--- config.mk ---
export PLATFORM = sky130hd
export DESIGN_NAME = mem_row_arbiter
export DESIGN_NICKNAME = d
export VERILOG_FILES = /design/src/rtl/mem_row_arb_pkg.sv /design/src/rtl/mem_row_arbiter_rr_pick.sv /design/src/rtl/mem_row_arbiter.sv
export SDC_FILE = /design/constraint.sdc
export NUM_CORES = 1
export LEC_CHECK = 0
export CORE_UTILIZATION = 38
export CTS_CLUSTER_SIZE = 24
export DETAILED_ROUTE_END_ITERATION = 8
export PLACE_DENSITY = 0.78
export SETUP_SLACK_MARGIN = 0.2
export SYNTH_ARGS = -nofsm -noshare
export SYNTH_HDL_FRONTEND = slang
export SYNTH_SLANG_ARGS = --single-unit
--- constraint.sdc ---
create_clock -name clock -period 2.4 [get_ports clock]
set_input_delay 0.36 -clock clock [delete_from_list [all_inputs] [get_ports clock]]
set_output_delay 0.36 -clock clock [all_outputs]
set_load 0.05 [all_outputs]
--- src/rtl/mem_row_arb_pkg.sv ---
// mem_row_arb_pkg: shared defaults, pixel geometry and FSM state type for the pixel-row arbiter
package mem_row_arb_pkg;
  localparam int ADDR_WIDTH_DEF = 11;
  localparam int ROW_WIDTH_DEF = 64;
  localparam int PIXELS_PER_ROW = 16;
  typedef enum logic [1:0] {IDLE, WAIT_MEM, RESP} arb_state_t;
endpackage

--- src/rtl/mem_row_arbiter_rr_pick.sv ---
// rr_pick: combinational round-robin pick, first set req bit after rr_ptr (wrapping)
module rr_pick
  import mem_row_arb_pkg::*;
#(
  parameter int NUM_REQ = 4,
  parameter int IW = $clog2(NUM_REQ)
) (
  input  logic [NUM_REQ-1:0] req,
  input  logic [IW-1:0]      rr_ptr,
  output logic               any,
  output logic [IW-1:0]      winner
);
  logic [IW-1:0] idx;
  assign any = |req;
  always_comb begin
    idx = '0;
    winner = '0;
    for (int i = NUM_REQ; i >= 1; i--) begin
      idx = IW'((int'(rr_ptr) + i) % NUM_REQ);
      if (req[idx]) winner = idx;
    end
  end
endmodule

--- src/rtl/mem_row_arbiter.sv ---
// mem_row_arbiter: round-robin SRAM row-read arbiter; MEM_ROW_ARB_LAST_ROW_HIT_EN adds a one-row cache
module mem_row_arbiter
  import mem_row_arb_pkg::*;
#(
  parameter int NUM_REQ = 4,
  parameter int ADDR_WIDTH = ADDR_WIDTH_DEF,
  parameter int ROW_WIDTH = ROW_WIDTH_DEF,
  parameter int TIMEOUT_CYCLES = 16
) (
  input  logic                          clock,
  input  logic                          rst_n,
  input  logic [NUM_REQ-1:0]            req,
  input  logic [NUM_REQ*ADDR_WIDTH-1:0] req_addr,
  output logic [NUM_REQ-1:0]            gnt,
  output logic [NUM_REQ-1:0]            rsp_valid,
  output logic [ROW_WIDTH-1:0]          rsp_data,
  output logic                          rsp_err,
  output logic                          busy,
  output logic                          mem_csb,
  output logic                          mem_we,
  output logic [ADDR_WIDTH-1:0]         mem_addr,
  input  logic [ROW_WIDTH-1:0]          mem_data_out,
  input  logic                          data_ready_mem
);
  localparam int IW = $clog2(NUM_REQ);
  localparam int CW = TIMEOUT_CYCLES > 1 ? $clog2(TIMEOUT_CYCLES) : 1;
  arb_state_t state_q, state_d;
  logic [IW-1:0] rr_ptr_q, rr_ptr_d, win;
  logic [CW-1:0] cnt_q, cnt_d;
  logic [NUM_REQ-1:0] gnt_q, gnt_d, rsp_valid_q, rsp_valid_d, win_oh;
  logic [ROW_WIDTH-1:0] rsp_data_q, rsp_data_d, hit_row;
  logic [ADDR_WIDTH-1:0] mem_addr_q, mem_addr_d, win_addr;
  logic rsp_err_q, rsp_err_d, mem_csb_q, mem_csb_d, mem_we_q, mem_we_d;
  logic any, hit, tmo;

  rr_pick #(.NUM_REQ(NUM_REQ)) u_pick (
    .req(req), .rr_ptr(rr_ptr_q), .any(any), .winner(win)
  );

  assign win_addr = req_addr[int'(win)*ADDR_WIDTH +: ADDR_WIDTH];
  assign win_oh = NUM_REQ'(1) << win;
  assign tmo = TIMEOUT_CYCLES != 0 && int'(cnt_q) == TIMEOUT_CYCLES - 1;

`ifdef MEM_ROW_ARB_LAST_ROW_HIT_EN
  logic cache_vld_q, cache_vld_d, fill;
  logic [ADDR_WIDTH-1:0] cache_tag_q, cache_tag_d;
  logic [ROW_WIDTH-1:0] cache_row_q, cache_row_d;
  assign fill = state_q == WAIT_MEM && data_ready_mem;
  assign hit = cache_vld_q && cache_tag_q == win_addr;
  assign hit_row = cache_row_q;
  always_comb begin
    cache_vld_d = fill | (cache_vld_q & ~(state_q == WAIT_MEM & tmo));
    cache_tag_d = fill ? mem_addr_q : cache_tag_q;
    cache_row_d = fill ? mem_data_out : cache_row_q;
  end
  always_ff @(posedge clock or negedge rst_n) begin
    if (!rst_n) begin
      cache_vld_q <= 1'b0;
      cache_tag_q <= '0;
      cache_row_q <= '0;
    end else begin
      cache_vld_q <= cache_vld_d;
      cache_tag_q <= cache_tag_d;
      cache_row_q <= cache_row_d;
    end
  end
`else
  assign hit = 1'b0;
  assign hit_row = '0;
`endif

  always_comb begin
    state_d = state_q;
    rr_ptr_d = rr_ptr_q;
    cnt_d = cnt_q;
    gnt_d = gnt_q;
    rsp_valid_d = '0;
    rsp_data_d = rsp_data_q;
    rsp_err_d = 1'b0;
    mem_csb_d = mem_csb_q;
    mem_we_d = mem_we_q;
    mem_addr_d = mem_addr_q;
    case (state_q)
      IDLE: if (any) begin
        gnt_d = win_oh;
        rr_ptr_d = win;
        cnt_d = '0;
        if (hit) begin
          rsp_valid_d = win_oh;
          rsp_data_d = hit_row;
          state_d = RESP;
        end else begin
          mem_addr_d = win_addr;
          mem_csb_d = 1'b0;
          mem_we_d = 1'b1;
          state_d = WAIT_MEM;
        end
      end
      WAIT_MEM: begin
        cnt_d = cnt_q + 1'b1;
        // a data strobe in the timeout cycle still returns good data
        if (data_ready_mem || tmo) begin
          rsp_valid_d = gnt_q;
          rsp_data_d = data_ready_mem ? mem_data_out : '0;
          rsp_err_d = !data_ready_mem;
          mem_csb_d = 1'b1;
          mem_we_d = 1'b0;
          state_d = RESP;
        end
      end
      RESP: begin
        gnt_d = '0;
        state_d = IDLE;
      end
      default: state_d = IDLE;
    endcase
  end

  always_ff @(posedge clock or negedge rst_n) begin
    if (!rst_n) begin
      state_q <= IDLE;
      rr_ptr_q <= IW'(NUM_REQ - 1);
      cnt_q <= '0;
      gnt_q <= '0;
      rsp_valid_q <= '0;
      rsp_data_q <= '0;
      rsp_err_q <= 1'b0;
      mem_csb_q <= 1'b1;
      mem_we_q <= 1'b0;
      mem_addr_q <= '0;
    end else begin
      state_q <= state_d;
      rr_ptr_q <= rr_ptr_d;
      cnt_q <= cnt_d;
      gnt_q <= gnt_d;
      rsp_valid_q <= rsp_valid_d;
      rsp_data_q <= rsp_data_d;
      rsp_err_q <= rsp_err_d;
      mem_csb_q <= mem_csb_d;
      mem_we_q <= mem_we_d;
      mem_addr_q <= mem_addr_d;
    end
  end

  assign gnt = gnt_q;
  assign rsp_valid = rsp_valid_q;
  assign rsp_data = rsp_data_q;
  assign rsp_err = rsp_err_q;
  assign busy = state_q != IDLE;
  assign mem_csb = mem_csb_q;
  assign mem_we = mem_we_q;
  assign mem_addr = mem_addr_q;
endmodule

==> results by group <==
Worst setup path
  – Crit-path max cell delay: 0.82 ns
  – Critical path data required time: between 2 and 2.5 ns
  – CP bufs+invs: 1
  – Cell Chain, Critical Path: clkdlybuf4s50_1
  – Startpoint types: flip-flop
  – Crit end category: output pin
  – Worst-path fanout max: 2
  – FF-to-FF End: mem_addr[8]
  – CP max-delay cell: clkdlybuf4s50_1
  – Setup slack, reg-to-reg: 0.50 ns
  – R2R Path Start: rr_ptr_q[0]
  – Path depth of the worst reg2reg path: 6
  – Data arrival time of the critical path: 1.69 ns
  – Critical path's top delay family: buffers and inverters
  – Worst setup path category: reg2out

Yosys
  – Yosys warns: 0
  – Yosys cell types: 35
  – Syn nets: 401
  – XOR/XNOR share of the synthesized area: 0%
  – Synthesized-area fraction occupied by adder cells: less than 1%
  – Mapped cell area: 3750 µm²
  – Compound-Gate Fraction of Synth Area: 20.8%
  – Ys async rst share: 100%
  – Post-Synth Simple-Gate Area: 6.31%
  – Yosys reg bits: 94
  – Average size of a mapped cell: 13.1 µm²
  – Largest family of logic cells by synthesized area: compound AO/OA/AOI/OAI gates
  – Post-synthesis mux area share: 5.88%
  – Post-synthesis cell count: ~290
  – Sequential area share after synthesis: 62.9%
  – EDFF count, synth: 0
  – Ys flop type: dfrtp_1

Routing
  – M1 WL: 4.25 mm
  – Post-route antenna net violation count: 0
  – DR WL met2: about 4.9 mm
  – Initial DRC count: 74
  – Via count: between 3000 and 4000
  – DR vias/cell: 5.03
  – Routed WL: a little over 10 mm
  – WL per Instance: 16.2 µm
  – DRC: 0
  – First-pass DRT Iterations: 4
  – Max Used Layer: met4
  – WL met3: roughly 810 µm

Cells and area
  – Commonest non-fill, non-tap cell in the layout: clkdlybuf4s50_1
  – Nets: 603
  – Share of layout cells above drive strength 1: 7.11%
  – Most frequent cells in the layout: clkdlybuf4s50_1, dfrtp_1, a22o_1, nand2_1, mux2i_1
  – P&R area growth vs syn: 62.0%
  – Non-filler instance count after layout: 621
  – Fill count: 743
  – Antenna cells: 0

Timing
  – Setup repair after global routing missed its margin: false
  – Slew Viols, Final: 0
  – Hold_ws: -0.00914 ns
  – Final hold violation count: 10
  – Final period util: 85.3%
  – Slew headroom: 60.8%
  – Worst-Margin Slew: roughly 0.59 ns
  – Max Freq: just under 500 MHz
  – Worst Skew: ~0.015 ns
  – Post-Route Setup TNS: 0 ns
  – Post-route minimum period: 2.05 ns
  – Setup violations, final: 0

Placed design
  – Placer congestion estimate: 0.719
  – Placed cell count: 605
  – Detail Placement HPWL: about 7.4 mm
  – Buffers on Ports: 201

Floorplanning
  – Total die area: 10300 µm²
  – Initial Util: roughly two fifths
  – Die Span X: 101 µm
  – Row cnt: 35
  – Core area: 9420 µm²
  – Num ports: 202
  – Die H: 101 µm

Min path
  – Hold WC Path Type: in2async

Clock tree
  – Clock Tree Buf Depth: 2
  – Worst-Skew Late Latency: 0.35 ns
  – Reg clk slew, reported paths: 0.10 ns
  – CTS tree: built
  – CTS root buf: clkbuf_8
  – H-tree levels: 3
  – Setup repair bufs after CTS: 0
  – Number of buffers created by CTS: 9
  – Clock sinks: 94

Outcome
  – Status: complete, but fails checks
  – Failing checks: hold timing

Flow run
  – MaxCap Viol Count: 0

Global routing
  – GRT Overall Usage: 19.9%
  – Antenna violations before repair: 0
  – Total congestion overflow: 0
  – First-pass GRT wire length: 15.7 mm
  – Pin count of the biggest net entering global routing: 46
  – Vias in the first global route: 3170

Power and ir drop
  – Pwr dens: 1520 nW/µm²
  – Max VDD drop: about 0.00073 V
  – Static Leak: 2.65 nW
==> metal layers <==
metal,vias to the layer above,GRT usage (%)
li1,1465,-
met1,1518,24.5
met2,128,34.0
met3,11,5.52
met4,0,6.24
met5,-,0
==> worst max-delay path by stage <==
stage | start | to | slack, ns | cells past startpoint
2_1_floorplan | rr_ptr_q[0] | mem_addr[0] | 0.72 | 7
3_5_place_dp | req[3] | mem_addr[8] | 0.17 | 7
3_3_place_gp | req[1] | mem_addr[9] | 0.32 | 5
6_report | mem_csb | mem_csb | 0.35 | 1
4_1_cts | mem_csb | mem_csb | 0.33 | 1
5_1_grt | mem_csb | mem_csb | 0.30 | 1
==> through the flow <==
stage | power, mW | area, µm² | hold slack (ns) | setup WS, ns | utilization [%]
after floorplan | 6.43 | 3750 | 0.0644 | 0.719 | -
after global placement | 8.26 | 5900 | 0.392 | 0.318 | 62.6
after detailed placement | 8.36 | 5900 | 0.396 | 0.173 | 62.6
after CTS | 9.33 | 6070 | 0.00560 | 0.329 | 64.5
after global routing | 9.71 | 6070 | 0.0164 | 0.296 | 64.5
final | 9.24 | 6070 | -0.00914 | 0.352 | 64.5
==> final cells by class <==
cell class | instances | area (µm²) | share of cell area (%)
clock buffers | 10 | 128 | 2.10
clock inverters | 6 | 45.0 | 0.742
inverters | 4 | 15.0 | 0.247
multi-input cells | 167 | 1270 | 20.9
flip-flops and latches | 94 | 2360 | 38.8
well taps | 129 | 161 | 2.66
repair buffers | 211 | 2100 | 34.5
==> report_power, final <==
| part | switching, mW | internal [mW] | total [mW] |
|---|---|---|---|
| sequential | 0.429 | 2.31 | 2.74 |
| combinational | 3.51 | 2.04 | 5.55 |
| clock | 0.555 | 0.387 | 0.942 |
| total | 4.50 | 4.74 | 9.24 |
==> kinds of logic after synthesis <==
group                      count (synthesis)
AOI/OAI and AO/OA                         96
muxes                                     22
and+or+nand+nor                           48
DFF                                       94
adders and majority gates                  1
buffers and inverters                     24
==> registers in the layout, indices dropped and copies added (netlist names), 2 cells and up <==
name / cells
cnt_q: 4
gnt: 4
mem_addr: 11
rr_ptr_q: 2
rsp_data: 64
rsp_valid: 4
state_q: 2
==> cell usage after synthesis, types with 2 or more instances <==
cell | number | share of area (%)
a21oi_1 | 3 | 0.40
a22o_1 | 64 | 15
and2_1 | 5 | 0.83
buf_1 | 2 | 0.20
buf_2 | 9 | 1.2
buf_4 | 2 | 0.40
buf_6 | 3 | 0.90
clkbuf_1 | 3 | 0.30
dfrtp_1 | 91 | 61
dfstp_2 | 3 | 2.1
inv_1 | 4 | 0.40
mux2i_1 | 22 | 5.9
nand2_1 | 26 | 2.6
nand2b_1 | 4 | 0.67
nand3_1 | 2 | 0.27
nor2_1 | 3 | 0.30
o21ai_0 | 11 | 1.5
o221ai_1 | 11 | 2.6
==> repair_timing <==
| action | CTS | global route |
|---|---|---|
| hold endpoints to repair | 0 | 0 |
| hold buffers | 0 | 0 |
| gates resized for setup | 1 | 0 |
| endpoints found under the setup margin | 1 | 0 |
No activity file was read; power rests on OpenSTA's default activity.
